### config.mk
export PLATFORM = sky130hd
export DESIGN_NAME = uart_rx_capture
export DESIGN_NICKNAME = d
export VERILOG_FILES = /design/src/rtl/uart_rx_capture.sv
export SDC_FILE = /design/constraint.sdc
export NUM_CORES = 1
export LEC_CHECK = 0
export ABC_AREA = 1
export CAP_MARGIN = 20
export CORE_UTILIZATION = 54
export CTS_CLUSTER_DIAMETER = 30
export DETAILED_ROUTE_END_ITERATION = 8
export GPL_ROUTABILITY_DRIVEN = 0
export GPL_TIMING_DRIVEN = 0
export MAX_ROUTING_LAYER = met4
export PLACE_DENSITY = 0.78
export SLEW_MARGIN = 20
export SYNTH_ARGS = -nofsm -noshare
export SYNTH_HDL_FRONTEND = slang
export SYNTH_SLANG_ARGS = --single-unit
export TNS_END_PERCENT = 100
### constraint.sdc
create_clock -name clk -period 2.3 [get_ports clk]
set_input_delay 0.46 -clock clk [delete_from_list [all_inputs] [get_ports clk]]
set_output_delay 0.46 -clock clk [all_outputs]
set_load 0.1 [all_outputs]
### src/rtl/uart_rx_capture.sv
// uart_rx_capture: UART receive front end.
// Synchronizes the serial line, deframes 8-bit characters (optional even
// parity), and buffers them in a small FIFO with a valid/ready output.
//
// Ports:
//   clk          clock
//   rst          asynchronous, active-high reset
//   rx_i         serial line, idle high
//   rx_en_i      receiver enable; low aborts any frame in progress
//   data_o       FIFO head byte, meaningful only while valid_o=1
//   valid_o      FIFO non-empty
//   ready_i      consumer pop, taken when valid_o & ready_i
//   level_o      FIFO occupancy, 0..FIFO_DEPTH
//   frame_err_o  1-cycle pulse, stop bit sampled low (byte dropped)
//   parity_err_o 1-cycle pulse, parity mismatch (byte dropped)
//   overflow_o   1-cycle pulse, byte dropped because FIFO full
//
// state  | meaning
// IDLE   | waiting for a falling edge on the synced line
// START  | timing to the middle of the start bit
// DATA   | sampling 8 data bits, LSB first
// PARITY | sampling the even-parity bit (PARITY_EN only)
// STOP   | sampling the stop bit, then push or report an error
module uart_rx_capture #(
  parameter int CLKS_PER_BIT = 16,
  parameter int FIFO_DEPTH   = 8,
  parameter bit PARITY_EN    = 1'b0
) (
  input  logic                        clk,
  input  logic                        rst,
  input  logic                        rx_i,
  input  logic                        rx_en_i,
  output logic [7:0]                  data_o,
  output logic                        valid_o,
  input  logic                        ready_i,
  output logic [$clog2(FIFO_DEPTH):0] level_o,
  output logic                        frame_err_o,
  output logic                        parity_err_o,
  output logic                        overflow_o
);

  localparam int TW = $clog2(CLKS_PER_BIT);
  localparam int AW = $clog2(FIFO_DEPTH);
  localparam int LW = AW + 1;
  localparam logic [TW-1:0] HALF_LOAD = TW'(CLKS_PER_BIT / 2 - 1);
  localparam logic [TW-1:0] BIT_LOAD  = TW'(CLKS_PER_BIT - 1);

  typedef enum logic [2:0] {IDLE, START, DATA, PARITY, STOP} state_t;

  // Line synchronizer; rx_d is one cycle behind rx_s for edge detection.
  logic rx_meta, rx_s, rx_d;

  always_ff @(posedge clk or posedge rst) begin
    if (rst) begin
      rx_meta <= 1'b1;
      rx_s    <= 1'b1;
      rx_d    <= 1'b1;
    end else begin
      rx_meta <= rx_i;
      rx_s    <= rx_meta;
      rx_d    <= rx_s;
    end
  end

  state_t        state, state_n;
  logic [TW-1:0] timer, timer_n;
  logic [2:0]    bit_cnt, bit_cnt_n;
  logic [7:0]    shift, shift_n;
  logic          par_bad, par_bad_n;
  logic          push, frame_err_n, parity_err_n;
  logic          tc;

  always_ff @(posedge clk or posedge rst) begin
    if (rst) begin
      state        <= IDLE;
      timer        <= '0;
      bit_cnt      <= '0;
      shift        <= '0;
      par_bad      <= 1'b0;
      frame_err_o  <= 1'b0;
      parity_err_o <= 1'b0;
    end else begin
      state        <= state_n;
      timer        <= timer_n;
      bit_cnt      <= bit_cnt_n;
      shift        <= shift_n;
      par_bad      <= par_bad_n;
      frame_err_o  <= frame_err_n;
      parity_err_o <= parity_err_n;
    end
  end

  // Timer is a down-counter; every sample point is its terminal count.
  assign tc = (timer == '0);

  always_comb begin
    state_n      = state;
    timer_n      = tc ? timer : timer - TW'(1);
    bit_cnt_n    = bit_cnt;
    shift_n      = shift;
    par_bad_n    = par_bad;
    push         = 1'b0;
    frame_err_n  = 1'b0;
    parity_err_n = 1'b0;
    if (state != IDLE && !rx_en_i) begin
      state_n = IDLE;
    end else begin
      case (state)
        IDLE: begin
          if (rx_en_i && rx_d && !rx_s) begin
            state_n   = START;
            timer_n   = HALF_LOAD;
            bit_cnt_n = '0;
            par_bad_n = 1'b0;
          end
        end
        START: begin
          if (tc) begin
            if (rx_s) begin
              state_n = IDLE;
            end else begin
              state_n = DATA;
              timer_n = BIT_LOAD;
            end
          end
        end
        DATA: begin
          if (tc) begin
            shift_n = {rx_s, shift[7:1]};
            timer_n = BIT_LOAD;
            if (bit_cnt == 3'd7) begin
              state_n = PARITY_EN ? PARITY : STOP;
            end else begin
              bit_cnt_n = bit_cnt + 3'd1;
            end
          end
        end
        PARITY: begin
          if (tc) begin
            par_bad_n = ^{shift, rx_s};
            state_n   = STOP;
            timer_n   = BIT_LOAD;
          end
        end
        STOP: begin
          if (tc) begin
            state_n = IDLE;
            // Framing error wins over parity; at most one pulse per frame.
            if (!rx_s) begin
              frame_err_n = 1'b1;
            end else if (par_bad) begin
              parity_err_n = 1'b1;
            end else begin
              push = 1'b1;
            end
          end
        end
        default: state_n = IDLE;
      endcase
    end
  end

  // Byte FIFO.
  logic [7:0]    mem [FIFO_DEPTH];
  logic [AW-1:0] wr_ptr, rd_ptr;
  logic          pop, full, do_push;

  assign valid_o = (level_o != '0);
  assign full    = (level_o == LW'(FIFO_DEPTH));
  assign pop     = valid_o & ready_i;
  // A pop in the same cycle frees the slot, so a push at full still lands.
  assign do_push = push & (~full | pop);
  assign data_o  = mem[rd_ptr];

  always_ff @(posedge clk) begin
    if (do_push) mem[wr_ptr] <= shift;
  end

  always_ff @(posedge clk or posedge rst) begin
    if (rst) begin
      wr_ptr     <= '0;
      rd_ptr     <= '0;
      level_o    <= '0;
      overflow_o <= 1'b0;
    end else begin
      if (do_push) wr_ptr <= wr_ptr + AW'(1);
      if (pop)     rd_ptr <= rd_ptr + AW'(1);
      level_o    <= level_o + LW'(do_push) - LW'(pop);
      overflow_o <= push & full & ~pop;
    end
  end

endmodule

==> results, run 1 <==
- The run finished with clean final reports.
- Across every metal layer, demand over resource in global routing totals 25.2%.
- The share of layout cells above drive strength 1 is approximately a quarter.
- The type of the most critical hold path is reg2reg.
- The first global-routing pass estimated around 16 mm of wire.
- The post-synth design cell area is around 4600 um^2.
- The total nets after synthesis is about 460.
- Hold timing on the final database bottoms out at a slack of approximately 0.36 ns.
- The floorplan step set the die width to around 94 um.
- The total number of placement rows is 33.
- The critical path goes through inv_4 -> buf_8 -> nor2_1 -> o32ai_2 -> nand2_1 -> nand2_1 -> buf_12.
- The endpoint of the most critical register-to-register path is level_o[2]$_DFF_PP0_.
- The post-CTS clock slew at the launch and capture registers of the worst setup and hold paths is about 0.1 ns.
- Global routing used under 10% of the available met3 tracks.
- The top cell types in the final layout, fill and taps aside, are sky130_fd_sc_hd__nand2_1 (96), sky130_fd_sc_hd__nor2_1 (64), sky130_fd_sc_hd__edfxtp_1 (64).
- The register share of total power is between 20% and 30%.
- The tree built by TritonCTS fans out to between 90 and 100 sinks.
- Averaged over all synthesized cells, the footprint is 10.3 um^2.
- The detailed-routing iteration count for the pre-antenna-repair pass is 4.
- The number of max-cap violations is 0.
- The worst-case IR drop observed on VDD is between 0.8 and 0.9 mV.
- The most common cell type on the critical path is sky130_fd_sc_hd__nand2_1.
- The worst flop-to-flop path startpoint is timer[0]$_DFF_PP0_.
- The startpoint identified for the worst hold timing path is rx_meta$_DFF_PP1_.
- Leaving out fill and tap cells, the most frequent cell in the layout is sky130_fd_sc_hd__nand2_1.
- Once layout is done, the placed cells without fillers occupy around 5500 um^2.
- The met2 track demand over resource in global routing is between 40% and 50%.
- The required time at the worst-slack endpoint is ~1.8 ns.
- The category of the most critical setup path is reg2out.
- Summed over all nets, the switching power comes to ~3.8 mW.
- Leaving out filler cells and counting taps, the final layout contains 597.
- The cell-internal power is between 4 and 5 mW.
- The number of warnings reported in the yosys synthesis log is 0.
- The floorplan step defined a die boundary enclosing 8830 um^2.
- The maximum clock skew at final layout is roughly 0.016 ns.
- The met1 track demand over resource in global routing is between 30% and 40%.
- The worst-skew pair later-pin latency is about 0.36 ns.
- The relative area change from synthesis to final layout is 21.4%.
- In this run, the combinational gates consume between 50% and 60% of the power.
- 21 I/O pins were placed.
- The total wirelength of the detailed-routed design is roughly 10 mm.
- The worst-path cell with the longest stage delay is sky130_fd_sc_hd__dfrtp_2.
- The busiest layer in global routing is met2.
- The worst slew margin relative to its limit is a little over a third.
- The leakage power figure is approximately 2.3 nW.
- The number of instances on the worst hold path is 0.
- The count of nets left with antenna violations once routing finished came out at 0.
- Input and output buffers added on the ports amount to 20.
- The largest buffer count on any clock path is 2.
- Once detailed placement completed, the half-perimeter wirelength came to 6.47 mm.
- Once the floorplan was initialized, standard cells occupied between 50% and 60% of the core.
- In the final routed layout, each cell accounts on average for between 15 and 20 um.
- The clock network power share is 14.7%.
- The setup total negative slack is 0 ns.
- The remaining design rule violation count is 0.
- The area share of the largest cell type after synthesis is 42.1%.
- At the pin with the least slew margin, the transition time is about 0.96 ns.
- The number of global-route vias before repair is about 3,400.
- The beginning of the critical path is rd_ptr[0]$_DFFE_PP0N_.
- CTS placed an instance of sky130_fd_sc_hd__clkbuf_8 at the clock tree root.
- The worst stage delay on the critical path is roughly 0.48 ns.
- The number of antenna violations at the first check in global routing came to 0.
- In this run the worst path has a maximum fanout of 10.
- Setup repair after global routing could not meet its margin everywhere.
- The endpoint class of the critical path is an output pin.
- The largest total area in the synthesized netlist belongs to sky130_fd_sc_hd__edfxtp_1.
- For this design, the CTS-stage hold fixing added 0 buffers.
- The number of nets in the finished design is 505.
- The die is between 90 and 100 um tall.
- The number of vias per cell is between 5 and 6.
- The number of H-tree levels is 3.
- Based on the critical path, the design can be clocked at up to roughly 0.44 GHz.
- The sequential fraction of the synthesis area is 61.3%.
- TritonCTS created 9 clock buffers.
- The time the final worst path needs with I/O delays and setup is 2.27 ns.
- Ranked by total cell area, the synthesized netlist is headed by sky130_fd_sc_hd__edfxtp_1 (42%), sky130_fd_sc_hd__dfrtp_1 (18%), sky130_fd_sc_hd__nand2_1 (8.5%), sky130_fd_sc_hd__nor2_1 (6.0%), sky130_fd_sc_hd__ha_1 (3.3%).
- In this run, placement finished with an instance count of 570.
- The repair_antennas step left the layout with diodes totalling 0.
- The largest net degree at the start of global routing is 36.
- Setup violations remaining at the end of the flow were counted as 0.
- For this block, the initial DRC count from the detailed router was roughly 190.
- The destination of the worst hold path is rx_s$_DFF_PP1_.
- Measured in cells, the most critical reg-to-reg path has a length of 12.
- The setup slack on the worst flop-to-flop path is about 0.07 ns.
- The switching part of the total power is a little under half.
- Summing over every cut layer, the via total after detailed routing is ~3,400.
- STA classifies the critical path startpoint as a flip-flop.
- Summed over all layers, the global routing overflow is 0.
- The final hold violation count came to 0.
- Of the available clock period, the critical path in the final layout requires between 90% and 100%.
- The cell area after placement is roughly 5000 um^2.
- Synthesis inferred approximately 100 register bits.
- Counting every instance in the synthesized netlist gives 445.
- TritonCTS built the clock tree.
- The arrival time at the worst endpoint is around 1.8 ns.
- The max-slew violation total from the final report is 0.
- Power spread over the standard cell area amounts to around 1400 nW/um^2.
- In this run the standard cell core region covers just over 8000 um^2.
- In this run, distinct cell masters in the synthesized netlist total 37.
what timing repair did:
item                       CTS  global route
hold endpoints to repair     0             0
pin swaps                    7            10
buffers inserted             8             4
setup endpoints to repair   81            50
gates resized for setup    104            43
how the worst max path moves through the flow:
stage	end	slack, ns	depth (start not counted)
after floorplan	level_o[2]$_DFF_PP0_	-0.04	11
after global placement	data_o[3]	-0.69	6
after detailed placement	data_o[3]	-0.78	6
after CTS	level_o[2]$_DFF_PP0_	-0.03	12
after global routing	level_o[2]$_DFF_PP0_	-0.03	12
final	data_o[3]	0.03	7
cells by family after synthesis:
| kind of cell | count (synthesis) | share of synthesized area (%) |
|---|---|---|
| flops | 99 | 61.3 |
| simple gates | 215 | 20.8 |
| xor+xnor | 8 | 1.53 |
| buf+inv | 52 | 4.55 |
| fa+ha+maj | 13 | 3.73 |
| compound gates | 58 | 8.08 |
synth_stat cells:
cell / number
sky130_fd_sc_hd__nand2_1: 104
sky130_fd_sc_hd__nor2_1: 73
sky130_fd_sc_hd__edfxtp_1: 64
sky130_fd_sc_hd__inv_1: 40
sky130_fd_sc_hd__dfrtp_1: 32
sky130_fd_sc_hd__o21ai_0: 23
sky130_fd_sc_hd__o32ai_1: 16
sky130_fd_sc_hd__nand3_1: 14
sky130_fd_sc_hd__ha_1: 12
sky130_fd_sc_hd__o21ai_1: 12
sky130_fd_sc_hd__clkbuf_1: 5
sky130_fd_sc_hd__nor3_1: 5
sky130_fd_sc_hd__buf_2: 4
sky130_fd_sc_hd__nand3_2: 4
sky130_fd_sc_hd__xnor2_1: 4
sky130_fd_sc_hd__xor2_1: 4
sky130_fd_sc_hd__dfstp_2: 3
sky130_fd_sc_hd__a21oi_1: 2
sky130_fd_sc_hd__nand2_2: 2
sky130_fd_sc_hd__nand2_4: 2
sky130_fd_sc_hd__nand4_1: 2
sky130_fd_sc_hd__nor2_2: 2
sky130_fd_sc_hd__nor2_4: 2
sky130_fd_sc_hd__buf_1: 1
sky130_fd_sc_hd__buf_6: 1
sky130_fd_sc_hd__clkinv_1: 1
sky130_fd_sc_hd__fa_1: 1
sky130_fd_sc_hd__nand2_8: 1
sky130_fd_sc_hd__nand3_4: 1
sky130_fd_sc_hd__nor3_4: 1
sky130_fd_sc_hd__nor4_1: 1
sky130_fd_sc_hd__o211ai_1: 1
sky130_fd_sc_hd__o211ai_2: 1
sky130_fd_sc_hd__o21bai_1: 1
sky130_fd_sc_hd__o221ai_1: 1
sky130_fd_sc_hd__o31ai_1: 1
sky130_fd_sc_hd__or2_2: 1
metal layers:
| metal | wire (um) | up-vias | share of wire [%] |
|---|---|---|---|
| met3 | 473 | 24 | 4.7 |
| met2 | 5240 | 106 | 52 |
| met1 | 4150 | 1631 | 41 |
| met4 | 254 | 0 | 2.5 |
| met5 | 0 | - | 0 |
| li1 | - | 1599 | - |
metrics by stage:
step | worst slack (ns) | total power [mW] | utilization (%)
2_1_floorplan | -0.0431 | 5.13 | -
3_3_place_gp | -0.689 | 5.87 | 60.6
3_5_place_dp | -0.779 | 5.97 | 60.6
4_1_cts | -0.0322 | 7.51 | 65.2
5_1_grt | -0.0275 | 8.33 | 67.5
6_report | 0.0276 | 7.92 | 67.5
state kept, by name, summed over array words and instances, names as in the netlist, 3 cells and up:
| signal | count |
|---|---|
| shift | 8 |
| timer | 4 |
| bit_cnt | 3 |
| level_o | 4 |
| rd_ptr | 3 |
| wr_ptr | 3 |
| state | 3 |
| mem | 64 |
layout make-up:
class,count,area [um^2]
Clock buffer,9,124
Clock inverter,7,83.8
Fill cell,583,2670
Buffer,10,92.6
Timing Repair Buffer,32,370
Multi-Input combinational cell,294,1760
Tap cell,105,131
Sequential cell,99,2820
Inverter,41,160
power groups by stage:
stage	clock network (mW)	logic, mW	registers [mW]
5_1_grt	1.25	4.69	2.39
3_5_place_dp	0	3.60	2.37
6_report	1.17	4.39	2.36
4_1_cts	1.17	4.00	2.33
2_1_floorplan	0	2.56	2.58
3_3_place_gp	0	3.51	2.35
critical path, delay by kind of cell, from the launching register on:
| family | cells | cell delay (ns) |
|---|---|---|
| AO/OA/AOI/OAI | 1 | 0.22 |
| flip-flops | 1 | 0.48 |
| AND/OR/NAND/NOR | 3 | 0.31 |
| buffers and inverters | 3 | 0.44 |
Power figures use the tool's default switching activity.
==> run 2: changes to the inputs <==
Settings changed: CORE_UTILIZATION 54 to 60, PLACE_DENSITY 0.78 to 0.82.
Clock period 2.3 ns to 2.36 ns, I/O delays scaled along.
==> run 2 against run 1 <==
The flow now finishes with violations (negative setup slack). Global-route usage grew 2.5 points. Final cell count shrank 2.0%. Power shrank 3.3%. Highest routed layer unchanged.
==> results, run 2 (synthesis gave the netlist of run 1 again) <==
- The flow ran to the end, but the final reports show violations.
- The final reports fail on negative setup slack.
- In the routed design, unresolved DRC markers number 0.
- The average routed wire per standard cell is 17.4 um.
- The critical path contains buffers and inverters numbering 3 combined.
- The critical path is of the reg2out type.
- The most frequent standard cell in the layout excluding fill and tap cells is sky130_fd_sc_hd__nand2_1.
- The total number of placement rows is 31.
- The endpoint of the most critical register-to-register path is level_o[2]$_DFF_PP0_.
- The highest net fanout along the worst path is 10.
- Summed over all cells, the static leakage comes to about 2.2 nW.
- In the layout the commonest cells are sky130_fd_sc_hd__nand2_1 (98), sky130_fd_sc_hd__nor2_1 (64), sky130_fd_sc_hd__edfxtp_1 (64).
- The number of clock buffers added by TritonCTS is 9.
- The die outline area is roughly 8000 um^2.
- The first detailed-routing pass took 5 iterations.
- TritonCTS built the clock tree.
- The arrival time at the worst endpoint is approximately 1.9 ns.
- The worst reg-to-reg path cell count is 12.
- The worst hold path belongs to the class reg2reg.
- The worst path uses 100% of the clock period.
- Setup repair after global routing could not meet its margin everywhere.
- The hold buffer count at cts is 0.
- The final antenna diode count is 0.
- The number of flip-flops in the largest register is 64.
- The total routing usage reported by global routing is 27.7%.
- After detailed routing, the total wire length is between 10 and 15 mm.
- Along the worst hold path, the cell count comes to 0.
- The cell family with the largest share of critical-path delay is flip-flops.
- Ranked by flip-flop count, first place goes to mem.
- The die is 89.2 um wide.
- Clock tree synthesis found a total of 99 sinks.
- The maximum clock skew at final layout is slightly below 0.02 ns.
- The worst hold path startpoint is rx_meta$_DFF_PP1_.
- The cell area after placement is 4970 um^2.
- The largest net degree at the start of global routing is 36.
- The worst-case IR drop observed on VDD is between 0.6 and 0.7 mV.
- Detailed placement finished with a half-perimeter wire length of between 6 and 7 mm.
- The max-slew violation total from the final report came to 0.
- The detailed router finished its first iteration with 262 violations.
- The total congestion overflow after global routing is 0.
- In this run the power density over the cells is between 1000 and 1500 nW/um^2.
- In this run the tightest slew margin relative to its limit is about a third.
- The antenna violation net count after detailed routing is 0.
- The total core area is around 7300 um^2.
- Walking the worst path, the cells encountered are inv_4 -> buf_6 -> nor2_1 -> o32ai_1 -> nand2_1 -> nand2_2 -> buf_12.
- The initial core utilization is roughly 63%.
- The net count of the finished layout is about 500.
- The setup slack on the worst flop-to-flop path is 0.12 ns.
- The clock root buffer master is sky130_fd_sc_hd__clkbuf_8.
- At the pin with the least slew margin, the transition time is between 0.9 and 1 ns.
- After layout, the minimum clock period comes to around 2.4 ns.
- The number of vias per cell is about 5.9.
- The die boundary height is 89.2 um.
- Once routing completed, OpenROAD measured the worst setup slack at -0.0108 ns.
- In the final layout, the registers with the most flip-flops are mem: 64 flops, shift: 8 flops.
- With fillers left out, the area of the finished cells amounts to 5460 um^2.
- The count of vias placed by the detailed router is about 3,400.
- The clock reaches the later pin of the worst-skew pair after 0.38 ns.
- The maximum clock frequency is approximately 0.42 GHz.
- The count of input and output buffers is 20.
- The worst setup path is captured at an output pin.
- The final design utilization is approximately three quarters.
- Clock-pin slew was measured on the worst setup and hold paths at ~0.10 ns.
- Counting the fill cells in the layout gives ~450.
- The worst stage delay on the critical path is slightly below 0.5 ns.
- For the worst setup path, the data required time is between 1.5 and 2 ns.
- The number of global-route vias before repair is 3,132.
- In the final layout, the share of cells above drive strength 1 is around a fifth.
- The relative area change from synthesis to final layout is 19.6%.
- The wire length of the first global-routing pass is between 15 and 20 mm.
- The setup violation total in the final timing report is 1.
- The final hold violation count is 0.
- The destination of the worst hold path is rx_s$_DFF_PP1_.
- Max-cap violations in this run came to 0.
- The largest buffer count on any clock path is 2.
- Pin placement for this block handled 21 I/O pins.
- The number of antenna violations at the first check in global routing is 0.
- Final hold analysis gives a worst-case slack of around 0.38 ns.
- The H-tree was split into 3 levels.
- The kind of start point of the critical path is a flip-flop.
- The worst-path cell with the longest stage delay is sky130_fd_sc_hd__dfrtp_2.
- The startpoint identified for the worst register-to-register timing path is timer[0]$_DFF_PP0_.
-- run 2: changes by cell type in the layout (fill, tap and decap cells not counted), sizes merged --
cell	change
bufinv	+1
dlygate4sd2	-1
dlymetal6s2s	-2
buf	-7
clkbuf	+1
clkinv	-2
inv	+1
clkdlybuf4s50	+3
-- run 2: layout make-up --
class | instances | area [um^2] | share of cell area [%]
Inverter | 41 | 160 | 2.93
Clock buffer | 9 | 124 | 2.27
Tap cell | 99 | 124 | 2.27
Timing Repair Buffer | 26 | 322 | 5.89
Sequential cell | 99 | 2820 | 51.6
Clock inverter | 7 | 105 | 1.92
Buffer | 10 | 88.8 | 1.63
Multi-Input combinational cell | 294 | 1720 | 31.5
-- run 2: repair_timing --
item                                    4_1_cts  5_1_grt
gates resized for setup                      90       38
buffers inserted                              4        2
endpoints found under the setup margin       80       43
pin swaps                                     8        2
-- run 2: power breakdown --
group / switching (mW) / leakage [nW] / total, mW / internal (mW)
combinational: 2.72 / 1.06 / 4.09 / 1.36
clock: 0.640 / 0.113 / 1.26 / 0.616
sequential: 0.269 / 1.00 / 2.32 / 2.05
total: 3.63 / 2.18 / 7.66 / 4.03
-- run 2: layer usage --
layer  up-vias  wire length, um  track usage, %
met5         -                0               -
met4         0              267            11.5
met3        37              611            4.34
met2       163             5260            46.2
met1      1638             4050            34.0
li1       1586                -               -
-- run 2: per-stage QoR --
stage / power [mW] / std cells / worst slack, ns / TNS (ns)
floorplan: 5.00 / 445 / 0.0106 / 0
global placement: 5.72 / 564 / -0.670 / -25.41
detailed placement: 5.80 / 564 / -0.708 / -30.59
CTS: 7.16 / 583 / -0.0286 / -0.0333
global route: 7.99 / 585 / -0.0528 / -0.143
finish: 7.66 / 585 / -0.0108 / -0.0108
-- run 2: worst max-delay path by stage --
stage | slack (ns) | cells past startpoint | to | from
final | -0.01 | 7 | data_o[3] | rd_ptr[0]$_DFFE_PP0N_
after detailed placement | -0.71 | 6 | data_o[3] | rd_ptr[0]$_DFFE_PP0N_
after floorplan | 0.01 | 11 | level_o[2]$_DFF_PP0_ | level_o[3]$_DFF_PP0_
after global placement | -0.67 | 6 | data_o[3] | rd_ptr[0]$_DFFE_PP0N_
after CTS | -0.03 | 12 | level_o[2]$_DFF_PP0_ | timer[1]$_DFF_PP0_
after global routing | -0.05 | 7 | data_o[3] | rd_ptr[0]$_DFFE_PP0N_
